## config.mk

```make
export PLATFORM = sky130hd
export DESIGN_NAME = dmem_dump_unit
export DESIGN_NICKNAME = d
export VERILOG_FILES = /design/src/rtl/dmem_dump_unit.sv
export SDC_FILE = /design/constraint.sdc
export NUM_CORES = 2
export LEC_CHECK = 0
export ABC_AREA = 0
export BUFFER_PORTS_ARGS = -buffer_cell sky130_fd_sc_hd__clkbuf_2
export CAP_MARGIN = 20
export CORE_MARGIN = 3
export CORE_UTILIZATION = 45
export CTS_CLUSTER_SIZE = 8
export DETAILED_ROUTE_END_ITERATION = 8
export PLACE_DENSITY = 0.59
export RECOVER_POWER = 100
export SLEW_MARGIN = 20
export SYNTH_ARGS = -nofsm -noshare
export SYNTH_HDL_FRONTEND = slang
export SYNTH_SLANG_ARGS = --single-unit
```

## constraint.sdc

```tcl
create_clock -name CLOCK_50 -period 4.2 [get_ports CLOCK_50]
set_clock_uncertainty 0.15 [all_clocks]
set_input_delay 0.42 -clock CLOCK_50 [delete_from_list [all_inputs] [get_ports CLOCK_50]]
set_output_delay 0.42 -clock CLOCK_50 [all_outputs]
set_load 0.05 [all_outputs]
```

## src/rtl/dmem_dump_unit.sv

```systemverilog
// Data memory with a handshaked dump port.
// Normal processor loads are combinational and stores are synchronous. A rising edge on
// dump, seen while idle, streams every word out as (byte address, data) beats on a
// valid/ready handshake. A one-cycle dump_done pulse follows the last accepted beat.
module dmem_dump_unit #(
    parameter int unsigned N     = 64,
    parameter int unsigned DEPTH = 32
) (
    input  logic         CLOCK_50,
    input  logic         reset,
    input  logic [N-1:0] DM_addr,
    input  logic [N-1:0] DM_writeData,
    input  logic         DM_writeEnable,
    output logic [N-1:0] DM_readData,
    input  logic         dump,
    input  logic         dump_ready,
    output logic         dump_valid,
    output logic [N-1:0] dump_addr,
    output logic [N-1:0] dump_data,
    output logic         dump_busy,
    output logic         dump_done
);

    localparam int unsigned AW = $clog2(DEPTH);

    typedef enum logic [1:0] {
        StIdle,
        StLoad,
        StSend,
        StDone
    } state_e;

    logic [N-1:0]  mem_q [DEPTH];
    logic [AW-1:0] widx;
    state_e        state_q, state_d;
    logic [AW-1:0] idx_q, idx_d;
    logic          dump_q;
    logic [N-1:0]  dump_addr_q, dump_data_q;
    logic          capture;
    logic          unused_addr_bits;

    // Byte-offset bits and bits above the index are ignored, so the memory aliases.
    assign widx             = DM_addr[AW+2:3];
    assign unused_addr_bits = ^{DM_addr[N-1:AW+3], DM_addr[2:0]};
    assign DM_readData      = mem_q[widx];

    // Memory array: cleared on reset, and written in every FSM state.
    always_ff @(posedge CLOCK_50 or negedge reset) begin
        if (!reset) begin
            for (int i = 0; i < DEPTH; i++) begin
                mem_q[i] <= '0;
            end
        end else if (DM_writeEnable) begin
            mem_q[widx] <= DM_writeData;
        end
    end

    // FSM next state. LOAD captures the word, and SEND waits for the sink.
    always_comb begin
        state_d = state_q;
        idx_d   = idx_q;
        capture = 1'b0;
        unique case (state_q)
            StIdle: begin
                if (dump && !dump_q) begin
                    state_d = StLoad;
                    idx_d   = '0;
                end
            end
            StLoad: begin
                capture = 1'b1;
                state_d = StSend;
            end
            StSend: begin
                if (dump_ready) begin
                    if (idx_q == AW'(DEPTH - 1)) begin
                        state_d = StDone;
                    end else begin
                        idx_d   = idx_q + 1'b1;
                        state_d = StLoad;
                    end
                end
            end
            StDone: begin
                state_d = StIdle;
            end
            default: begin
                state_d = StIdle;
            end
        endcase
    end

    // Control state, the dump edge detector and the beat registers. A store on the capture
    // edge does not reach dump_data, because the capture reads the old memory contents.
    always_ff @(posedge CLOCK_50 or negedge reset) begin
        if (!reset) begin
            state_q     <= StIdle;
            idx_q       <= '0;
            dump_q      <= 1'b0;
            dump_addr_q <= '0;
            dump_data_q <= '0;
        end else begin
            state_q <= state_d;
            idx_q   <= idx_d;
            dump_q  <= dump;
            if (capture) begin
                dump_addr_q <= N'({idx_q, 3'b000});
                dump_data_q <= mem_q[idx_q];
            end
        end
    end

    // Status outputs are decoded from the state register, so reset forces them low.
    always_comb begin
        dump_valid = (state_q == StSend);
        dump_busy  = (state_q != StIdle);
        dump_done  = (state_q == StDone);
        dump_addr  = dump_addr_q;
        dump_data  = dump_data_q;
    end

endmodule
```

==> out/metrics.yaml <==
status: "finished, violations left"
violations: "capacitance limit, slew limit"
grt_first_pass_wirelength_um: 548000
clock_path_buffers: 4
cap_viol_max_count: 65
period_share_pct: 94.3
row_count: 181
tightest_slew_ns: 3.29
hold_depth: 2
vias: 71300
synth_cell_types: 48
p_per_area_nw_per_um2: 557
min_period_ns: 3.96
routed_wl_um: 380000
via_per_inst: 6.72
cts.sinks: 2125
final_hold_viol_count: 0
synth_seq_cells: 2125
hold_start: "DM_writeData[62]"
rr_startpoint: "idx_q[0]"
dr.pass1.iters: 8
drive_gt1_share_pct: 43.7
design.die.area_um2: 253000
ys_async_sr_fraction_pct: 100
drt-initial-drc-count: 7099
synthFlopType: "dfrtp_1"
cts_made_buffers: 316
syn-cell-area_um2: 111000
mostFrequentLayoutCell: "dfrtp_1"
area_growth_syn_to_layout_pct: 10.6
grtUsageTotal_pct: 29.9
synth_edf_count: 0
hp-class: "in2reg"
die_height_um: 503
dp_hpwl_um: 207000
clock.fmax_ghz: 0.252
critPathCaptureType: "flop"
r2r_cells: 5
utilization_pct: 50.3
slew_headroom_pct: -119
cts-root-buf: "clkbuf_16"
rsz0062_at_grt: "false"
leakagePower_nw: 51.1
postLayoutCellArea_um2: 123000
startpoint: "DM_addr[3]"
critPathMaxFanout: 55
nets: 7518
avgRoutedWirePerCell_um: 35.8
avgSynthCellArea_um2: 15.1
path_clk_slew_ns: 0.05
setup_viol: 0
drc: 0
grt_pass1_vias: 74000
yosysWarnings: 0
cts_tree: "built"
overflow: 0
crit_type: "in2reg"
arrival_ns: 4.58
ant_nets: 0
port_buffers: 209
gp_congestion: 0.784
critical_path_required_ns: 4.82
cts_resized: 0
startpoint_type: "primary input"
hold_ws_ns: 0.0527
io_pins: 328
layout_common_cells: "2,122 x dfrtp_1, 1,785 x mux2_2, 768 x mux4_2, 641 x mux2i_1, 512 x a22oi_1"
insertion_delay_ns: 0.95
ir_drop_v: 0.000436
placed_area_um2: 116000
grt_max_degree: 148
h-tree-depth: 5
coreArea_um2: 245000
start_util_pct: 45.5
antenna_found_initial: 26
dieWidth_um: 503
synthCells: 7366
ys_seq_area_share_pct: 47.8
slew_viol_final: 2813
finalSetupTns_ns: 0
[final timing paths]
check | to | slack [ns]
worst max-delay path | mem_q[29] | 0.24
worst min-delay path | mem_q[1854] | 0.05
worst max register to register | dump_data[29] | 0.30
worst min register to register | mem_q[310] | 0.35
max in group asynchronous | mem_q[1336] | 0.74
min in group asynchronous | mem_q[1161] | 0.24
[through the flow]
step           total power [W]  instances  setup slack, ns
6_report                0.0686      10600            0.238
5_1_grt                 0.0714      10600            0.279
4_1_cts                 0.0691      10600            0.632
3_5_place_dp            0.0467      10200            0.673
3_3_place_gp            0.0461      10200            0.653
2_1_floorplan           0.0408       7424             1.32
[synthesized netlist by cell type, types with 2 or more instances]
| cell | number | area share [%] |
|---|---|---|
| a21oi_1 | 2 | 0.0090 |
| a22oi_1 | 512 | 3.5 |
| a32oi_1 | 64 | 0.50 |
| and2_1 | 4 | 0.023 |
| and3_1 | 2 | 0.011 |
| buf_1 | 45 | 0.15 |
| buf_2 | 235 | 1.1 |
| buf_4 | 174 | 1.2 |
| buf_6 | 27 | 0.27 |
| clkbuf_1 | 359 | 1.2 |
| clkbuf_2 | 2 | 0.0090 |
| dfrtp_1 | 2125 | 48 |
| ha_1 | 2 | 0.023 |
| inv_1 | 3 | 0.010 |
| mux2_1 | 265 | 2.7 |
| mux2_2 | 1785 | 18 |
| mux2i_1 | 641 | 5.8 |
| mux4_2 | 768 | 16 |
| nand2_1 | 9 | 0.030 |
| nand2_2 | 8 | 0.045 |
| nand2b_1 | 2 | 0.011 |
| nand3_1 | 131 | 0.59 |
| nand3b_1 | 5 | 0.034 |
| nand4_1 | 64 | 0.36 |
| nor2_1 | 7 | 0.024 |
| nor2_4 | 12 | 0.12 |
| nor2_8 | 12 | 0.22 |
| nor2b_1 | 5 | 0.028 |
| nor3_1 | 3 | 0.013 |
| nor3b_1 | 4 | 0.027 |
| o21ai_0 | 5 | 0.023 |
| o22a_1 | 64 | 0.50 |
| or2_2 | 2 | 0.011 |
| or3_1 | 3 | 0.017 |
| or3b_4 | 2 | 0.020 |
[worst max-delay path: stages]
cell and delay [ns]:
buf_8 0.39, buf_12 0.27, nand3_4 0.25, nor2_1 0.24, buf_2 2.30, mux2_2 0.49
[sequential cells by signal (all words and copies together), names as in the netlist]
| register | flops |
|---|---|
| idx_q | 5 |
| dump_data | 64 |
| dump_addr | 5 |
| dump_q | 1 |
| state_q | 2 |
| mem_q | 2048 |
[layout make-up]
type	instances	area, um2
Clock buffer	325	8070
Sequential cell	2125	53200
Multi-Input combinational cell	4454	53900
Tap cell	3202	4010
Inverter	3	11.3
Clock inverter	6	57.6
Fill cell	20600	122000
Timing Repair Buffer	483	3780
Antenna cell	13	32.5
[report_power, final]
part           total, W  switching (W)  leakage, nW  internal [W]
Combinational    0.0184        0.00948         19.9       0.00895
Clock            0.0222        0.00885         3.99        0.0134
Sequential       0.0279        0.00325         27.2        0.0247
Total            0.0686         0.0216         51.1        0.0470
[cells by family (layout without fill, tap and decap cells)]
group	after synthesis	count (layout)	synth area share (%)
mux	3459	3459	42.1
flops	2125	2125	47.8
buf+inv	845	817	3.89
compound gates	650	650	4.52
simple gates	283	283	1.65
fa+ha+maj	2	2	0.0225
other cells	1	72	0.00337
xor+xnor	1	1	0.00788
[what timing repair did]
item	in CTS	in global routing
hold buffers	23	0
endpoints found under the hold margin	1352	0
buffers inserted	0	0
[layer usage]
metal	wire (um)	up-vias	GRT usage [%]
met5	58	-	0
met4	16800	8	11.6
met3	28200	844	5.22
met2	179000	3016	48.0
met1	156000	39000	40.7
li1	-	28400	-
Note: power is estimated with default switching activity, not from simulation.
